==> src/rtl/alg_pkg.sv <==
// Types shared with the R-peak detection core.
package alg_pkg;

  localparam int ALG_CTR_WIDTH = 22;

  typedef logic [ALG_CTR_WIDTH-1:0] sample_num_t;

endpackage

==> src/rtl/uart_pkg.sv <==
// Register map, command/status/control layouts and bridge FSM encoding
// shared by the UART register bridge.
package uart_pkg;

  localparam logic [2:0] UART_SR_OFFSET    = 3'd0;
  localparam logic [2:0] UART_CR_OFFSET    = 3'd1;
  localparam logic [2:0] UART_DINL_OFFSET  = 3'd2;
  localparam logic [2:0] UART_DINH_OFFSET  = 3'd3;
  localparam logic [2:0] UART_DOUTL_OFFSET = 3'd4;
  localparam logic [2:0] UART_DOUTM_OFFSET = 3'd5;
  localparam logic [2:0] UART_DOUTH_OFFSET = 3'd6;

  typedef enum logic [1:0] {
    BR_IDLE  = 2'd0,
    BR_WDATA = 2'd1,
    BR_RESP  = 2'd2
  } bridge_state_e;

  localparam logic [1:0] ST_IDLE  = BR_IDLE;
  localparam logic [1:0] ST_WDATA = BR_WDATA;
  localparam logic [1:0] ST_RESP  = BR_RESP;

  typedef struct packed {
    logic [2:0] rsvd;
    logic       timeout_err;
    logic       din_pending;
    logic       overflow;
    logic       fifo_full;
    logic       fifo_empty;
  } uart_sr_t;

  typedef struct packed {
    logic [5:0] rsvd;
    logic       alg_en;
    logic       flush;
  } uart_cr_t;

  typedef struct packed {
    logic [3:0] zero;
    logic [2:0] addr;
    logic       wr;
  } uart_cmd_t;

endpackage

==> src/rtl/rpeak_fifo.sv <==
// Purpose: generic synchronous FIFO with push, pop and flush (flush beats a same-cycle push).
// Latency: a pushed entry is visible at dout the cycle after the push; dout is the head, read combinationally.
// Backpressure: push while full is dropped unless a pop happens that cycle; pop while empty is ignored.
module rpeak_fifo #(
  parameter int WIDTH = 22,
  parameter int DEPTH = 16
) (
  input  logic             clk,
  input  logic             rst,
  input  logic             push,
  input  logic             pop,
  input  logic             flush,
  input  logic [WIDTH-1:0] din,
  output logic [WIDTH-1:0] dout,
  output logic             full,
  output logic             empty
);

  localparam int AW = $clog2(DEPTH);

  logic [WIDTH-1:0] mem [DEPTH];
  logic [AW-1:0]    wr_ptr;
  logic [AW-1:0]    rd_ptr;
  logic [AW:0]      count;
  logic             do_push;
  logic             do_pop;

  assign empty   = (count == '0);
  assign full    = (count == (AW+1)'(DEPTH));
  assign do_pop  = pop && !empty;
  assign do_push = push && (!full || do_pop);
  assign dout    = mem[rd_ptr];

  always_ff @(posedge clk or posedge rst) begin
    if (rst) begin
      wr_ptr <= '0;
      rd_ptr <= '0;
      count  <= '0;
    end else if (flush) begin
      wr_ptr <= '0;
      rd_ptr <= '0;
      count  <= '0;
    end else begin
      if (do_push) wr_ptr <= wr_ptr + AW'(1);
      if (do_pop)  rd_ptr <= rd_ptr + AW'(1);
      case ({do_push, do_pop})
        2'b10:   count <= count + (AW+1)'(1);
        2'b01:   count <= count - (AW+1)'(1);
        default: count <= count;
      endcase
    end
  end

  always_ff @(posedge clk) begin
    if (do_push && !flush) mem[wr_ptr] <= din;
  end

endmodule

==> src/rtl/uart_reg_bridge.sv <==
// Purpose: UART byte command bridge to the R-peak core; UART_BRIDGE_TIMEOUT_EN adds a WDATA timeout.
// Latency: writes/sample_valid 1 cycle after the data byte; tx strobe earliest 1 cycle after a read command.
// Backpressure: tx strobe held off while tx_busy; rx bytes in RESP are ignored; full FIFO drops pushes.
module uart_reg_bridge
  import uart_pkg::*;
#(
  parameter int DATA_WIDTH     = 11,
  parameter int CTR_WIDTH      = alg_pkg::ALG_CTR_WIDTH,
  parameter int FIFO_DEPTH     = 16,
  parameter int TIMEOUT_CYCLES = 1000000
) (
  input  logic                  clk,
  input  logic                  rst,
  input  logic [7:0]            rx_data,
  input  logic                  rx_data_valid,
  output logic [7:0]            tx_data,
  output logic                  tx_data_valid,
  input  logic                  tx_busy,
  output logic [DATA_WIDTH-1:0] sample_out,
  output logic                  sample_valid,
  output logic                  alg_en,
  input  logic [CTR_WIDTH-1:0]  rpeak_sample_num,
  input  logic                  rpeak_valid
);

  logic [1:0]           state;
  logic [2:0]           addr_q;
  logic [7:0]           resp_q;
  logic [7:0]           resp_byte;
  uart_cmd_t            cmd;
  uart_cr_t             cr_q;
  uart_sr_t             sr;
  logic [7:0]           dinl;
  logic                 din_pending;
  logic [23:0]          hold;
  logic                 hold_valid;
  logic                 overflow;
  logic                 timeout_err;
  logic                 timeout_fire;
  logic                 cmd_ok, rd_cmd, wr_cmd, wr_fire;
  logic                 flush, pop;
  logic                 fifo_full, fifo_empty;
  logic [CTR_WIDTH-1:0] fifo_dout;
  logic [23:0]          head24;

  assign cmd     = uart_cmd_t'(rx_data);
  assign cmd_ok  = rx_data_valid && (state == ST_IDLE) && (cmd.zero == 4'h0);
  assign rd_cmd  = cmd_ok && !cmd.wr;
  assign wr_cmd  = cmd_ok && cmd.wr;
  assign wr_fire = rx_data_valid && (state == ST_WDATA);
  assign flush   = wr_fire && (addr_q == UART_CR_OFFSET) && rx_data[0];
  assign pop     = rd_cmd && (cmd.addr == UART_DOUTH_OFFSET) && hold_valid;
  assign head24  = 24'(fifo_dout);

  assign tx_data       = resp_q;
  assign tx_data_valid = (state == ST_RESP) && !tx_busy;
  assign alg_en        = cr_q.alg_en;

  rpeak_fifo #(
    .WIDTH (CTR_WIDTH),
    .DEPTH (FIFO_DEPTH)
  ) u_fifo (
    .clk   (clk),
    .rst   (rst),
    .push  (rpeak_valid),
    .pop   (pop),
    .flush (flush),
    .din   (rpeak_sample_num),
    .dout  (fifo_dout),
    .full  (fifo_full),
    .empty (fifo_empty)
  );

  always_comb begin
    sr             = '0;
    sr.fifo_empty  = fifo_empty;
    sr.fifo_full   = fifo_full;
    sr.overflow    = overflow;
    sr.din_pending = din_pending;
    sr.timeout_err = timeout_err;
  end

  // DOUTL answers with the head it is about to load into hold, not the stale hold.
  always_comb begin
    resp_byte = 8'h00;
    case (cmd.addr)
      UART_SR_OFFSET:    resp_byte = sr;
      UART_CR_OFFSET:    resp_byte = cr_q;
      UART_DOUTL_OFFSET: resp_byte = fifo_empty ? 8'h00 : head24[7:0];
      UART_DOUTM_OFFSET: resp_byte = hold[15:8];
      UART_DOUTH_OFFSET: resp_byte = hold[23:16];
      default:           resp_byte = 8'h00;
    endcase
  end

  always_ff @(posedge clk or posedge rst) begin
    if (rst) begin
      state  <= ST_IDLE;
      addr_q <= '0;
      resp_q <= '0;
    end else begin
      case (state)
        ST_IDLE: begin
          if (wr_cmd) begin
            state  <= ST_WDATA;
            addr_q <= cmd.addr;
          end else if (rd_cmd) begin
            state  <= ST_RESP;
            resp_q <= resp_byte;
          end
        end
        ST_WDATA: if (wr_fire || timeout_fire) state <= ST_IDLE;
        ST_RESP:  if (!tx_busy) state <= ST_IDLE;
        default:  state <= ST_IDLE;
      endcase
    end
  end

  always_ff @(posedge clk or posedge rst) begin
    if (rst) begin
      cr_q         <= '0;
      dinl         <= '0;
      din_pending  <= 1'b0;
      sample_out   <= '0;
      sample_valid <= 1'b0;
      hold         <= '0;
      hold_valid   <= 1'b0;
      overflow     <= 1'b0;
    end else begin
      sample_valid <= 1'b0;
      if (wr_fire) begin
        case (addr_q)
          UART_CR_OFFSET: cr_q <= uart_cr_t'({rx_data[7:1], 1'b0});
          UART_DINL_OFFSET: begin
            dinl        <= rx_data;
            din_pending <= 1'b1;
          end
          UART_DINH_OFFSET: begin
            din_pending <= 1'b0;
            if (cr_q.alg_en) begin
              sample_out   <= {rx_data[DATA_WIDTH-9:0], dinl};
              sample_valid <= 1'b1;
            end
          end
          default: ;
        endcase
      end
      if (rd_cmd) begin
        case (cmd.addr)
          UART_SR_OFFSET: overflow <= 1'b0;
          UART_DOUTL_OFFSET: begin
            hold       <= fifo_empty ? 24'h0 : head24;
            hold_valid <= !fifo_empty;
          end
          UART_DOUTH_OFFSET: hold_valid <= 1'b0;
          default: ;
        endcase
      end
      // A fresh drop wins over a same-cycle SR read so it is not lost.
      if (rpeak_valid && fifo_full && !pop) overflow <= 1'b1;
      if (flush) begin
        hold_valid <= 1'b0;
        overflow   <= 1'b0;
      end
    end
  end

`ifdef UART_BRIDGE_TIMEOUT_EN
  localparam int TO_W = $clog2(TIMEOUT_CYCLES + 1);

  logic [TO_W-1:0] to_cnt;

  assign timeout_fire = (state == ST_WDATA) && !rx_data_valid &&
                        (to_cnt == TO_W'(TIMEOUT_CYCLES - 1));

  always_ff @(posedge clk or posedge rst) begin
    if (rst) begin
      to_cnt      <= '0;
      timeout_err <= 1'b0;
    end else begin
      if ((state == ST_WDATA) && !rx_data_valid && !timeout_fire) to_cnt <= to_cnt + TO_W'(1);
      else to_cnt <= '0;
      if (timeout_fire) timeout_err <= 1'b1;
      if (rd_cmd && (cmd.addr == UART_SR_OFFSET)) timeout_err <= 1'b0;
    end
  end
`else
  assign timeout_fire = 1'b0;
  assign timeout_err  = 1'b0;
`endif

endmodule

==> config.mk <==
export PLATFORM = sky130hd
export DESIGN_NAME = uart_reg_bridge
export DESIGN_NICKNAME = d
export VERILOG_FILES = /design/src/rtl/alg_pkg.sv /design/src/rtl/uart_pkg.sv /design/src/rtl/rpeak_fifo.sv /design/src/rtl/uart_reg_bridge.sv
export SDC_FILE = /design/constraint.sdc
export NUM_CORES = 1
export LEC_CHECK = 0
export ABC_CLOCK_PERIOD_IN_PS = 3500
export CAP_MARGIN = 20
export CORE_ASPECT_RATIO = 1.25
export CORE_UTILIZATION = 35
export DETAILED_ROUTE_END_ITERATION = 6
export GPL_ROUTABILITY_DRIVEN = 0
export PLACE_DENSITY = 0.54
export SLEW_MARGIN = 20
export SYNTH_ARGS = -nofsm -noshare
export SYNTH_HDL_FRONTEND = slang
export SYNTH_SLANG_ARGS = --single-unit
==> constraint.sdc <==
create_clock -name clk -period 3.5 [get_ports clk]
set_clock_uncertainty 0.2 [all_clocks]
set_input_delay 0.525 -clock clk [delete_from_list [all_inputs] [get_ports clk]]
set_output_delay 0.525 -clock clk [all_outputs]
set_load 0.02 [all_outputs]
==> out/qor.yml <==
detailed_routing:
  via_per_inst: 5.09
  wl_per_cell_um: 23.0
  drc_errors: 0
  dr.pass1.iters: 7
  drt_iter0_markers: 653
  ant_nets: 0
  vias: 8134
  wl_um: 36800
critical_path:
  endpoint_kind: "flop"
  worstRegToRegCells: 9
  cp.required_ns: 3.75
  cp_slowest_stage_delay_ns: 0.51
  path_cells: "clkdlybuf4s50_1, nor4b_2, and4_1, nand3_1, xnor2_1, ha_1, buf_4, or4_1, and3b_1, nor3_1"
  path_class: "in2reg"
  cp.arrival_ns: 3.14
  crit_path_start_kind: "primary input"
  path_max_fanout: 3
  cp_slowest_cell: "or4_1"
yosys:
  synth_nets: 857
  synth_cell_types: 59
  synth_mux_area_share_pct: 16.6
  synth.avg_cell_area_sq_um: 20.4
  synth_compound_area_share_pct: 2.85
  syn_area_sq_um: 16600
  yosysWarnings: 0
  synth_common_cells: "edfxtp_1, mux4_2, dfrtp_1"
  synthSimpleGateAreaFrac_pct: 4.20
  synth_top_family_by_area: "multiplexers"
  synth_flop_cell: "edfxtp_1"
  synth.yosys.seq_area_share_pct: 74.1
  synth_area_leaders: "edfxtp_1, mux4_2, dfrtp_1"
  synth_top_area_share_pct: 63.6
  async_reset_ff_share_pct: 16.6
  synthAdderAreaFrac_pct: 0.527
  synth.most_common_cell: "edfxtp_1"
  synth_largest_area_cell: "edfxtp_1"
  syn_inst: 815
  synth_edf_count: 352
  yosys_register_bits: 422
  synth_xor_area_share_pct: 0.316
clocking:
  cts-root-buf: "clkbuf_16"
  post_cts_resized: 0
  ctsHoldBuffers: 0
  clkLatencyLatePin_ns: 0.56
  post-cts-setup-buffer-count: 0
  clock_path_buffers: 3
  cts_tree: "yes"
  cts_made_buffers: 42
  cts_max_level: 2
  path_clk_slew_ns: 0.06
  cts_num_sinks: 422
layout:
  diodes: 0
  multiInputGateArea_sq_um: 4080
  seqCellArea_sq_um: 12300
  drive_gt1_share_pct: 27.1
  final_area_sq_um: 19800
  layout.nets: 977
  syn_to_final_growth_pct: 19.0
  fillers: 4080
sta:
  min_period_over_period_pct: 82.6
  timing.fmax_mhz: 346
  rsz0062_at_grt: "no"
  whs_ns: 0.216
  report.final.slew_viol_count: 0
  hold_viol_final: 0
  tightest_slew_ns: 1.06
  fin_ws_ns: 0.609
  final.setup.tns_ns: 0
  slew_headroom_pct: 29.0
  setup_viol: 0
  fin_crit_ns: 2.89
global_routing:
  grt_pass1_vias: 8479
  grt_start_max_net_pins: 41
  antenna_found_initial: 0
  grt_overflow: 0
  grt_usage_pct: 15.7
  grt_pass1_wl_um: 55700
floorplanning:
  die-area_sq_um: 48400
  die_height_um: 246
  core_sq_um: 46500
  ios: 57
  num_rows: 88
  die-width_um: 197
  start_util_pct: 35.8
power:
  power_w: 0.0116
  peakVddDrop_uv: 349
  p_leak_nw: 6.55
  p_per_area_nw_per_um2: 584
placement:
  dpl_cell_area_sq_um: 18500
  place.port_buffers: 56
  hpwl_um: 24100
  pre_cts_ws_ns: 0.0977
min_path:
  min_path_type: "in2async"
status:
  status: "complete, no violations"
flow_run:
  drv_cap: 0
-- metrics by stage --
stage / utilization (%) / instances
floorplan: - / 815
global placement: 39.8 / 1521
detailed placement: 39.8 / 1521
CTS: 42.6 / 1598
global route: 42.6 / 1598
finish: 42.6 / 1598
-- sequential cells by signal, summed over array words and instances, names as in the netlist, 3 cells and up --
register       flops
u_fifo.mem       352
hold              14
sample_out        11
dinl               8
tx_data            8
cr_q               6
u_fifo.count       5
u_fifo.rd_ptr      4
u_fifo.wr_ptr      4
addr_q             3
-- cells in the final DEF (no fill, tap or decap), types with 4 or more instances in the layout --
master / instances
and2_1: 16
mux2i_1: 6
clkbuf_1: 7
edfxtp_1: 352
a221o_1: 4
nand2_1: 42
mux2_2: 22
buf_12: 17
clkinv_2: 5
clkbuf_16: 42
nand2b_1: 4
a22o_1: 14
o211ai_1: 6
o21ai_0: 7
nor3_1: 9
clkinv_1: 15
a21oi_1: 13
ha_1: 7
nand4_1: 6
inv_1: 6
nor2_1: 21
buf_4: 46
dfrtp_1: 67
xnor2_1: 4
clkdlybuf4s50_1: 56
nand3_1: 5
mux4_2: 109
-- routing by layer --
metal	vias up	track usage [%]	share of wire (%)
li1	3594	-	-
met1	4308	20.9	42
met4	0	3.97	1.9
met5	-	0	0
met3	53	2.83	4.9
met2	179	26.6	51
-- critical path: cells and delay by family --
kind	cells	cell delay (ns)
adder cells (fa/ha/maj)	1	0.21
AND/OR/NAND/NOR	6	1.64
buffers and inverters	2	0.60
XOR/XNOR	1	0.16
-- power by group --
| part | leakage (nW) | switching (W) | total [W] | internal [W] |
|---|---|---|---|---|
| clock network | 0.631 | 0.00185 | 0.00428 | 0.00243 |
| logic | 1.80 | 0.000661 | 0.00114 | 0.000477 |
| registers | 4.12 | 0.000179 | 0.00613 | 0.00595 |
-- area by class of cell --
| class | instances | area share (%) |
|---|---|---|
| inverters | 8 | 0.152 |
| clock buffers | 49 | 5.45 |
| well taps | 630 | 3.98 |
| repair buffers | 119 | 6.30 |
| flip-flops and latches | 422 | 62.3 |
| multi-input cells | 342 | 20.6 |
| clock inverters | 28 | 1.14 |
-- kinds of logic after synthesis --
logic type / Yosys count
compound gates: 64
xor+xnor: 6
mux: 137
fa+ha+maj: 7
flops: 422
buf+inv: 51
simple gates: 128
-- path summary, 6_finish.rpt --
kind / to / from / slack [ns]
min in group clk: sample_out[1] / dinl[1] / 0.26
min reg2reg: sample_out[1] / dinl[1] / 0.26
max reg2reg: u_fifo.count[2] / state[1] / 0.67
max in group asynchronous: sample_out[3] / rst / 2.22
max: u_fifo.count[2] / rx_data[5] / 0.61
min: u_fifo.count[4] / rst / 0.22
Power figures use the tool's default switching activity.
